### src/rtl/boss_seq.sv
// boss_seq: boss-pose sequencer for the dance game.
// Owns the beat timer, the boss pose FSM (fixed cycle or LFSR-random),
// per-beat judging, BCD scoring, miss counting and the boss sprite rows.
//
// Player input handshake: player_valid is a one-cycle strobe that qualifies
// player_pose on the same edge. There is no ready/back-pressure; the block is
// always ready. A strobe is consumed on the edge where it is high. Only the
// first strobe of a beat is judged; later strobes in that beat and strobes
// outside PLAY are dropped.
module boss_seq #(
    parameter int         BEAT_CYCLES = 100000,
    parameter int         MAX_MISS    = 3,
    parameter logic [7:0] LFSR_SEED   = 8'hA5
) (
    input  logic       clk,
    input  logic       reset,
    input  logic       start,
    input  logic       mode,
    input  logic [1:0] player_pose,
    input  logic       player_valid,
    input  logic [2:0] row_count,
    output logic [7:0] dot_col,
    output logic [1:0] cur_state,
    output logic       beat,
    output logic       hit,
    output logic [3:0] score_ones,
    output logic [3:0] score_tens,
    output logic [1:0] misses,
    output logic       game_over,
    output logic [1:0] dbg_state
);

    localparam int             CW   = $clog2(BEAT_CYCLES);
    localparam logic [CW-1:0]  LAST = CW'(BEAT_CYCLES - 1);
    localparam logic [7:0]     SEED = (LFSR_SEED == 8'h00) ? 8'h01 : LFSR_SEED;
    localparam logic [1:0]     MAXM = 2'(MAX_MISS);

    localparam logic [1:0] P_UP      = 2'b11;
    localparam logic [1:0] P_DOWN    = 2'b00;
    localparam logic [1:0] P_LEFTUP  = 2'b10;
    localparam logic [1:0] P_RIGHTUP = 2'b01;

    // Debug encoding on dbg_state: 0 = IDLE, 1 = PLAY, 2 = OVER.
    typedef enum logic [1:0] {
        S_IDLE = 2'd0,
        S_PLAY = 2'd1,
        S_OVER = 2'd2
    } state_t;

    state_t        state;
    logic [CW-1:0] beat_cnt;
    logic [7:0]    lfsr;
    logic          judged;
    logic          got;

    logic          wrap;
    logic          judge_now;
    logic          correct;
    logic          miss_now;
    logic [1:0]    misses_nxt;
    logic [7:0]    lfsr_nxt;
    logic [1:0]    next_pose;
    logic [1:0]    cand;
    logic [3:0]    ones_nxt;
    logic [3:0]    tens_nxt;
    logic [7:0]    row_data;

    assign dbg_state = state;

    // Beat boundary, judging decision, miss accounting and LFSR step.
    always_comb begin
        wrap       = (state == S_PLAY) && (beat_cnt == LAST);
        judge_now  = (state == S_PLAY) && player_valid && !judged;
        correct    = judge_now && (player_pose == cur_state);
        miss_now   = !(got || correct);
        misses_nxt = misses + {1'b0, miss_now};
        lfsr_nxt   = {lfsr[6:0], lfsr[7] ^ lfsr[5] ^ lfsr[4] ^ lfsr[3]};
    end

    // Next boss pose: fixed rotation, or LFSR candidate forced to differ.
    always_comb begin
        cand      = lfsr_nxt[1:0];
        next_pose = cur_state;
        if (mode) begin
            next_pose = (cand == cur_state) ? cur_state + 2'd1 : cand;
        end else begin
            case (cur_state)
                P_RIGHTUP: next_pose = P_UP;
                P_UP:      next_pose = P_DOWN;
                P_DOWN:    next_pose = P_LEFTUP;
                default:   next_pose = P_RIGHTUP;
            endcase
        end
    end

    // BCD increment of the score, 99 wraps to 00.
    always_comb begin
        ones_nxt = score_ones + 4'd1;
        tens_nxt = score_tens;
        if (score_ones == 4'd9) begin
            ones_nxt = 4'd0;
            tens_nxt = (score_tens == 4'd9) ? 4'd0 : score_tens + 4'd1;
        end
    end

    // Sprite row lookup for the scanned row and current pose.
    always_comb begin
        row_data = 8'b0000_0000;
        case (row_count)
            3'd0: row_data = 8'b0000_0000;
            3'd3: row_data = 8'b1111_1111;
            3'd6, 3'd7: row_data = 8'b0010_0100;
            3'd1, 3'd2: begin
                case (cur_state)
                    P_UP:     row_data = 8'b1001_1001;
                    P_DOWN:   row_data = 8'b0001_1000;
                    P_LEFTUP: row_data = 8'b1001_1000;
                    default:  row_data = 8'b0001_1001;
                endcase
            end
            3'd4: begin
                case (cur_state)
                    P_UP:     row_data = 8'b0001_1000;
                    P_DOWN:   row_data = 8'b1001_1001;
                    P_LEFTUP: row_data = 8'b0001_1001;
                    default:  row_data = 8'b1001_1000;
                endcase
            end
            default: begin
                case (cur_state)
                    P_UP:     row_data = 8'b0011_1100;
                    P_DOWN:   row_data = 8'b1011_1101;
                    P_LEFTUP: row_data = 8'b0011_1101;
                    default:  row_data = 8'b1011_1100;
                endcase
            end
        endcase
    end

    // Game FSM with beat timer, judging, scoring and registered outputs.
    always_ff @(posedge clk or negedge reset) begin
        if (!reset) begin
            state      <= S_IDLE;
            beat_cnt   <= '0;
            lfsr       <= SEED;
            judged     <= 1'b0;
            got        <= 1'b0;
            cur_state  <= P_RIGHTUP;
            dot_col    <= 8'h00;
            beat       <= 1'b0;
            hit        <= 1'b0;
            score_ones <= 4'd0;
            score_tens <= 4'd0;
            misses     <= 2'd0;
            game_over  <= 1'b0;
        end else begin
            beat    <= 1'b0;
            hit     <= 1'b0;
            dot_col <= row_data;
            case (state)
                S_IDLE, S_OVER: begin
                    if (start) begin
                        state      <= S_PLAY;
                        game_over  <= 1'b0;
                        score_ones <= 4'd0;
                        score_tens <= 4'd0;
                        misses     <= 2'd0;
                        judged     <= 1'b0;
                        got        <= 1'b0;
                        beat_cnt   <= '0;
                    end
                end
                S_PLAY: begin
                    if (correct) begin
                        hit        <= 1'b1;
                        score_ones <= ones_nxt;
                        score_tens <= tens_nxt;
                    end
                    if (wrap) begin
                        // A strobe on the wrap edge was judged above against
                        // the outgoing pose; the new beat starts unjudged.
                        beat     <= 1'b1;
                        beat_cnt <= '0;
                        judged   <= 1'b0;
                        got      <= 1'b0;
                        lfsr     <= lfsr_nxt;
                        misses   <= misses_nxt;
                        if (misses_nxt == MAXM) begin
                            state     <= S_OVER;
                            game_over <= 1'b1;
                        end else begin
                            cur_state <= next_pose;
                        end
                    end else begin
                        beat_cnt <= beat_cnt + CW'(1);
                        if (judge_now) begin
                            judged <= 1'b1;
                            if (correct) begin
                                got <= 1'b1;
                            end
                        end
                    end
                end
                default: state <= S_IDLE;
            endcase
        end
    end

endmodule

### config.mk
export PLATFORM = sky130hd
export DESIGN_NAME = boss_seq
export DESIGN_NICKNAME = d
export VERILOG_FILES = /design/src/rtl/boss_seq.sv
export SDC_FILE = /design/constraint.sdc
export NUM_CORES = 1
export LEC_CHECK = 0
export ABC_AREA = 1
export CAP_MARGIN = 30
export CORE_MARGIN = 1
export CORE_UTILIZATION = 40
export CTS_CLUSTER_DIAMETER = 40
export DETAILED_ROUTE_END_ITERATION = 8
export MAX_ROUTING_LAYER = met4
export PLACE_DENSITY = 0.74
export SLEW_MARGIN = 20
export SYNTH_ARGS = -nofsm -noshare
export SYNTH_HDL_FRONTEND = slang
export SYNTH_SLANG_ARGS = --single-unit
### constraint.sdc
create_clock -name clk -period 1.9 [get_ports clk]
set_input_delay 0.475 -clock clk [delete_from_list [all_inputs] [get_ports clk]]
set_output_delay 0.475 -clock clk [all_outputs]
set_load 0.01 [all_outputs]
Word level (Yosys, flattened, before mapping):

Cells that the tools add are included.

* register bits: 52
* output and inout bits: 25
* logic and storage cells: 110

* add/sub/neg operators: 5
* equal/unequal tests: 24
* mux-type cells: 40
* bitwise operators: 4
* reductions and logical operators: 24

Operators by type and width (count)
* $pmux 8 s3: 3
* $pmux 8 s5: 1
* $mux 17: 2
* $pmux 17 s2: 1
* $mux 4: 6
* $add 17x1->17 const B: 1
* $eq 17x17->1 const B: 1
* $pmux 4 s2: 2
* $reduce_and 3->1: 5
* $mux 2: 7
* $mux 1: 12
* $reduce_and 4->1: 3
* $eq 3x3->1 const B: 3
* $add 4x1->4 const B: 2
* $eq 2x2->1 const B: 4
* $eq 4x4->1 const B: 2
* $pmux 2 s2: 2
* $eq 3x2->1 const B: 2
* $ne 2x2->1 const B: 3
* $ne 3x3->1 const B: 2
* $pmux 1 s2: 3
* $pmux 2 s3: 1
* $reduce_or 2->1: 3
* $eq 2x1->1 const B: 2
* 14 further kinds: 24

Logic depth before layout (Yosys ltp):

Gate-level depths: netlist of the first run.

* word-level depth: 11
* depth in mapped cells: 14
* mapped depth without buffers: 14

Worst setup path before layout of the first run:

OpenSTA, ideal clock, no wires.

* kind: register to register
* start: register cur_state[0]
* end: register game_over
* arrival time: 1879 ps
* required time: 1783 ps
* path slack: -96 ps
* cell stages (with the launch flop): 13
* clock period less this slack: 1996 ps
* cells stage by stage: dfstp_2 xnor2_1 nand3_2 inv_1 or2_2 inv_1 ha_1 xor2_1 nand2_1 o21ai_2 nand2_1 nand2_1 nand2_1

* word-level cells in the longest chain between the ends: 8

RTL lines
* start, declared: RTL line 23 `output logic [1:0] cur_state,`
* start signal, assigned: RTL line 192 `cur_state <= next_pose;`
* $eq 2x2->1: RTL line 74 `correct = judge_now && (player_pose == cur_state);`
* $logic_and 1x1->1: RTL line 74
* $logic_or 1x1->1: RTL line 75 `miss_now = !(got || correct);`
* $logic_not 1->1: RTL line 75
* $add 2x1->2: RTL line 76 `misses_nxt = misses + {1'b0, miss_now};`
* $eq 2x2->1: RTL line 188 `if (misses_nxt == MAXM) begin`
* $ne 2x1->1 (no source line)
* $reduce_and 4->1 (no source line)
* end signal, assigned: RTL line 155 `game_over <= 1'b0;`
* end signal, assigned: RTL line 164 `game_over <= 1'b0;`
* end signal, assigned: RTL line 190 `game_over <= 1'b1;`
* end, declared: RTL line 29 `output logic game_over,`

No other way between the ends.
A chain may end at the register's enable or synchronous reset.

Worst setup path in the final report of the first run:

* start: register state[1], in the netlist dbg_state[1]
* end: register cur_state[0]

* word-level cells in the longest chain between the ends: 10
* elaborated cells on any way between the ends: 11

RTL lines
* start, declared: RTL line 50 `state_t state;`
* start signal, assigned: RTL line 143 `state <= S_IDLE;`
* start signal, assigned: RTL line 163 `state <= S_PLAY;`
* start signal, assigned: RTL line 189 `state <= S_OVER;`
* $eq 2x1->1 (*): RTL line 72, 73, 160
* $logic_and 1x1->1 (2 in series): RTL line 73 `judge_now = (state == S_PLAY) && player_valid && !judged;`
* $logic_and 1x1->1: RTL line 74
* $logic_or 1x1->1: RTL line 75
* $logic_not 1->1: RTL line 75
* $add 2x1->2: RTL line 76
* $eq 2x2->1: RTL line 188
* $not 1->1 (no source line)
* $reduce_and 3->1 (no source line) (*)

Mark *: on every way between the ends. The rest lies on a longest branch, timed or not.

==> flow_summary.yaml, run 1 <==
layout:
  final_nets: 401
  antenna_cells: 0
  syn_to_final_growth_pct: 27.4
  seqCellArea_sq_um: 1230
  multiInputGateArea_sq_um: 1370
  drive_above_1_share_pct: 24.9
  num-fill-cells: 606
  design_area_sq_um: 3540
drt:
  drc_errors: 0
  drtIter0Drc: 156
  wl_per_cell_microns: 13.1
  firstDrtPassIters: 5
  vias: 2346
  route.final.wire_length_microns: 6040
  postRouteAntennaNets: 0
  routed_via_density: 5.08
placement:
  place_congestion: 0.829
  io_buffers: 34
  place_area_sq_um: 3340
  post-place-ws_ps: -480
  dp_hpwl_microns: 4480
min_path:
  holdCritPathClass: "input pin to asynchronous set/reset pin"
sta:
  worst_slew_pin_slew_ps: 449
  hold_violations: 0
  setup_violations: 2
  max_freq_ghz: 0.525
  fin_crit_sh_pct: 100
  report.final.slew_viol_count: 0
  period_needed_ps: 1910
  slew_headroom_pct: 70.1
  setup_slack_ps: -5.12
  clock_skew_ps: 13.2
  grt_setup_unrepaired: "true"
grt:
  antenna_found_initial: 0
  grt_overflow_total: 0
  grt_pass1_vias: 2265
  grt_max_degree: 33
  grt_first_pass_wirelength_microns: 10100
  grtUsageTotal_pct: 18.0
floorplan:
  core_area_sq_um: 6760
  start_util_pct: 41.2
  die_x_microns: 85.4
  die_area_sq_um: 7290
  dieHeight_microns: 85.4
  ios: 35
  num_rows: 30
clock_network:
  cts.sinks: 49
  clk_pin_slew_worst_paths_ps: 100
  cts_tree: "done"
  clockRootBuffer: "clkbuf_8"
  h-tree-depth: 2
  clk_path_buf_depth: 2
  cts_hold_buffers: 0
  clkLatencyLatePin_ps: 320
  cts_buffers: 5
worst_setup_path:
  reg2reg_to: "cur_state[0]"
  critical_path_class: "flip-flop to flip-flop"
  critPathTopFamily: "simple AND/OR/NAND/NOR gates"
  worst-path-buf-inv: 3
  worstPathArrival_ps: 2150
  worst_path_most_repeated_cell: "nand2_2"
  cp_slowest_cell: "dfrtp_1"
  crit_chain: "inv_1 -> nand2_2 -> nor2_4 -> nand3_2 -> inv_2 -> or2_4 -> inv_4 -> ha_4 -> xor2_2 -> nand2_2 -> nand2_2 -> nor2_4 -> nor2_1 -> a31oi_1"
  cp.required_ps: 2140
  worstSetupStartpointType: "flip-flop"
  rrSetupSlack_ps: -5
  worst_path_largest_cell_delay_ps: 420
  reg2reg_from: "dbg_state[1]"
  end_kind: "flip-flop"
  reg2reg_depth: 14
  critPathMaxFanout: 3
logic_synthesis:
  ys_seq_elements: 49
  syn-cell-area_sq_um: 2780
  syn_avg_cell_area_sq_um: 8.62
  yosysTopAreaCell: "dfrtp_1"
  seq_area_frac_synth_pct: 44.3
  synth.distinct_cells: 41
  synth_top_area_share_pct: 39.6
  syn-num-nets: 343
  synth_area_leaders: "dfrtp_1 40%, nand2_1 8.4%, inv_1 6.3%"
  syn_inst: 323
  yosys_warnings: 0
flow_run:
  max_cap_viol_count: 0
power:
  ir_worst_vdd_mv: 0.722
  p_total_mw: 3.84
  p_per_area_nw_per_um2: 1080
  power_leakage_nw: 1.67
run_status:
  violations: "negative setup slack"
  status: "finished, violations left"
[sequential cells by signal, summed over array words and instances (netlist names)]
signal,cells
hit,1
lfsr,8
beat_cnt,17
cur_state,2
score_tens,4
dot_col,5
judged,1
game_over,1
dbg_state,2
score_ones,4
beat,1
misses,2
got,1
[metal layers]
layer / vias to the layer above / wire, microns / GRT usage [%]
met5: - / 0 / -
met4: 0 / 89 / 5.00
met1: 1129 / 2640 / 21.3
li1: 1156 / - / -
met3: 10 / 271 / 3.50
met2: 51 / 3040 / 31.2
[stage by stage]
| stage | hold WS (ps) | utilization (%) | std cells | TNS [ps] |
|---|---|---|---|---|
| 2_1_floorplan | 179 | - | 323 | 0 |
| 3_3_place_gp | 442 | 49.4 | 447 | -2390 |
| 3_5_place_dp | 456 | 49.4 | 447 | -2740 |
| 4_1_cts | 118 | 51.6 | 458 | -42.6 |
| 5_1_grt | 122 | 52.5 | 462 | -456 |
| 6_report | 100 | 52.5 | 462 | -8.73 |
[cells in the final DEF, fill, tap and decap left out, types with 2 or more instances in the layout]
cell	instances
dlygate4sd2_1	4
ha_1	9
o22ai_1	4
buf_4	22
nor3_1	4
a31oi_1	3
nand2_2	11
xor2_1	5
o21ai_2	8
nand3_1	17
inv_4	2
xnor2_1	4
nor3_2	2
inv_2	7
clkbuf_8	5
nor3_4	2
nand4_1	7
nand3_2	5
o21ai_1	9
inv_1	45
o21ai_0	10
nor2_4	6
nand2_1	57
nor2_1	20
clkdlybuf4s50_1	27
a21oi_1	7
o211ai_1	2
dfstp_2	5
dfrtp_1	44
nand2_4	4
or2_2	2
[synth_stat cells]
cell type and instances:
nor2_2 1, or2_2 3, xnor2_1 5, o21ai_0 10
inv_2 6, nand3_1 17, o22ai_1 4, clkinv_2 1
o21ai_1 9, o221ai_1 1, o21ai_2 9, o32ai_1 1
dfstp_2 5, nor3_1 5, nor2_8 1, nand2_4 4
o31ai_1 1, dfrtp_1 44, inv_1 47, nor4_1 1
ha_1 10, nor3_4 2, buf_4 4, nand2_1 62
nand4_1 7, and3_1 1, nor2_1 20, inv_4 1
o21a_1 1, nand3b_1 1, mux2i_1 1, a32o_1 1
nor3_2 1, nor2_4 5, nand3_2 5, a31oi_1 3
nand2_2 6, buf_2 2, xor2_1 6, a21oi_1 7
o211ai_1 2
[layout make-up]
type                    instances  share of cell area [%]
multi-input cells             213                    38.5
clock inverters                 3                    1.31
inverters                      55                    6.00
flip-flops and latches         49                    34.8
repair buffers                 57                    14.6
well taps                      80                    2.82
clock buffers                   5                    1.94
[how the worst max path moves through the flow]
stage          depth (start not counted)    startpoint  slack (ps)      endpoint
3_3_place_gp                          14  player_valid        -460     game_over
5_1_grt                               14  dbg_state[1]        -110  cur_state[1]
3_5_place_dp                          14  player_valid        -480     game_over
6_report                              14  dbg_state[1]          -5  cur_state[0]
4_1_cts                               12  cur_state[0]         -40     game_over
2_1_floorplan                         12  cur_state[0]           9  cur_state[0]
[where the power goes]
| part | total (mW) | switching, mW | internal (mW) |
|---|---|---|---|
| sequential | 1.37 | 0.160 | 1.21 |
| combinational | 1.70 | 0.918 | 0.784 |
| clock | 0.770 | 0.375 | 0.394 |
| total | 3.84 | 1.45 | 2.38 |
[worst reg2reg max path: cells and delay by family, from the launching register on]
family | cells | cell delay (ps)
xor gates and xnor gates | 1 | 180
and+or+nand+nor | 8 | 750
DFF | 1 | 420
AOI/OAI and AO/OA | 1 | 130
buffers and inverters | 3 | 190
adders and majority gates | 1 | 150
[cell families after synthesis]
kind of cell,count (synthesis),synth area share [%]
AOI/OAI and AO/OA,49,11.2
DFF,49,44.3
buffers and inverters,61,8.99
adders and majority gates,10,4.50
and+or+nand+nor,142,27.2
xor gates and xnor gates,11,3.46
muxes,1,0.360
[what timing repair did]
action | 4_1_cts | 5_1_grt
pin swaps | 7 | 4
gates resized for setup | 7 | 9
setup buffers | 3 | 4
endpoints found under the setup margin | 6 | 7
Note: power is estimated with default switching activity, not from simulation.
==> run 2: changes to the inputs <==
ABC_CLOCK_PERIOD_IN_PS = 1900   (was default)
==> results of run 2 <==
Same layout as run 1: the final DEF is identical, and so are final timing and power.
==> run 3: changes to the inputs <==
REMOVE_ABC_BUFFERS = 1   (was default)
==> flow_summary.yaml, run 3 (synthesis gave the netlist of run 1 again) <==
drt:
  wl_per_cell_microns: 12.8
  routed_via_density: 5.04
  firstDrtPassIters: 4
  drc_errors: 0
  vias: 2292
  drtIter0Drc: 129
  postRouteAntennaNets: 0
  route.final.wire_length_microns: 5800
worst_setup_path:
  critical_path_class: "flip-flop to flip-flop"
  cp.required_ps: 2110
  rrSetupSlack_ps: -20
  critPathMaxFanout: 3
  reg2reg_to: "game_over"
  reg2reg_from: "cur_state[0]"
  reg2reg_depth: 12
  worstPathArrival_ps: 2130
  end_kind: "flip-flop"
  worstSetupStartpointType: "flip-flop"
placement:
  place_area_sq_um: 3290
  dp_hpwl_microns: 4220
  place_congestion: 0.779
  io_buffers: 34
power:
  p_per_area_nw_per_um2: 1060
  p_total_mw: 3.65
  power_leakage_nw: 1.62
  ir_worst_vdd_mv: 0.496
clock_network:
  clk_pin_slew_worst_paths_ps: 90
  cts_tree: "done"
  clockRootBuffer: "clkbuf_8"
  clk_path_buf_depth: 2
  cts_buffers: 5
  h-tree-depth: 2
  cts.sinks: 49
  clkLatencyLatePin_ps: 310
layout:
  largest_reg_flops: 17
  syn_to_final_growth_pct: 24.2
  num-fill-cells: 599
  final_common_cell: "nand2_1"
  design_area_sq_um: 3460
  antenna_cells: 0
  seqCellArea_sq_um: 1230
  largestRegisters: "beat_cnt (17), lfsr (8), dot_col (5)"
  regMostFlops: "beat_cnt"
  drive_above_1_share_pct: 22.1
  final_nets: 394
  mostFrequentLayoutCells: "60 x nand2_1, 44 x inv_1, 44 x dfrtp_1"
  multiInputGateArea_sq_um: 1340
sta:
  fin_crit_sh_pct: 101
  setup_violations: 3
  clock_skew_ps: 6.81
  hold_violations: 0
  setup_slack_ps: -20.3
  grt_setup_unrepaired: "true"
  worst_slew_pin_slew_ps: 304
  max_freq_ghz: 0.521
  period_needed_ps: 1920
  report.final.slew_viol_count: 0
  slew_headroom_pct: 79.6
  hold_ws_ps: 130
  setup_tns_ps: -40.7
grt:
  grt_overflow_total: 0
  grtUsageTotal_pct: 17.6
  antenna_found_initial: 0
  grt_pass1_vias: 2142
  grt_first_pass_wirelength_microns: 9830
  grt_max_degree: 50
run_status:
  violations: "negative setup slack"
  status: "finished, violations left"
flow_run:
  max_cap_viol_count: 0
floorplan:
  ios: 35
  start_util_pct: 41.2
  core_area_sq_um: 6760
  die_area_sq_um: 7290
  num_rows: 30
  die_x_microns: 85.4
  dieHeight_microns: 85.4
min_path:
  holdCritPathClass: "input pin to asynchronous set/reset pin"
run 3: repair_timing:
| item | CTS | global route |
|---|---|---|
| buffers inserted | 2 | 1 |
| pin swaps | 11 | 0 |
| endpoints found under the setup margin | 6 | 7 |
| resized for setup | 14 | 4 |
| hold buffers | 0 | 0 |
run 3: worst max path at each step:
| stage | from | to | slack [ps] | depth (start not counted) |
|---|---|---|---|---|
| after CTS | cur_state[0] | game_over | -0.9 | 12 |
| after global routing | cur_state[0] | game_over | -130 | 12 |
| after global placement | player_pose[0] | game_over | -510 | 13 |
| after floorplan | cur_state[0] | game_over | -110 | 12 |
| after detailed placement | player_pose[0] | game_over | -570 | 13 |
| final | cur_state[0] | game_over | -20 | 12 |
run 3: stage by stage:
| step | setup slack (ps) | util, % | std cells |
|---|---|---|---|
| 2_1_floorplan | -108 | - | 317 |
| 6_report | -20.3 | 51.2 | 455 |
| 5_1_grt | -134 | 51.2 | 455 |
| 3_5_place_dp | -573 | 48.7 | 444 |
| 3_3_place_gp | -508 | 48.7 | 444 |
| 4_1_cts | -0.935 | 50.9 | 454 |
run 3: power by group:
group	internal, mW	switching, mW
combinational	0.670	0.887
clock	0.391	0.350
sequential	1.21	0.146
total	2.27	1.38
run 3: cell type report:
type | instances | area share (%)
multi-input cells | 213 | 38.7
flip-flops and latches | 49 | 35.6
repair buffers | 50 | 13.4
inverters | 55 | 6.26
well taps | 80 | 2.90
clock buffers | 6 | 2.10
clock inverters | 2 | 1.01
run 3: worst max-delay path: stages, from the launching register on:
cell	delay (ps)
dfstp_2	560
xnor2_1	70
nand3_2	90
inv_2	40
or2_4	250
inv_4	60
ha_4	130
xor2_2	170
nand2_2	100
o21ai_2	160
nand2_1	80
nand2_1	60
nand2_1	50
run 3: per-layer routing:
| metal | GRT usage (%) | share of wire (%) | up-vias | routed length (microns) |
|---|---|---|---|---|
| met1 | 22.1 | 45 | 1100 | 2610 |
| met3 | 3.40 | 3.9 | 8 | 227 |
| li1 | - | - | 1144 | - |
| met2 | 28.8 | 50 | 40 | 2900 |
| met5 | - | 0 | - | 0 |
| met4 | 5.30 | 1.0 | 0 | 58 |
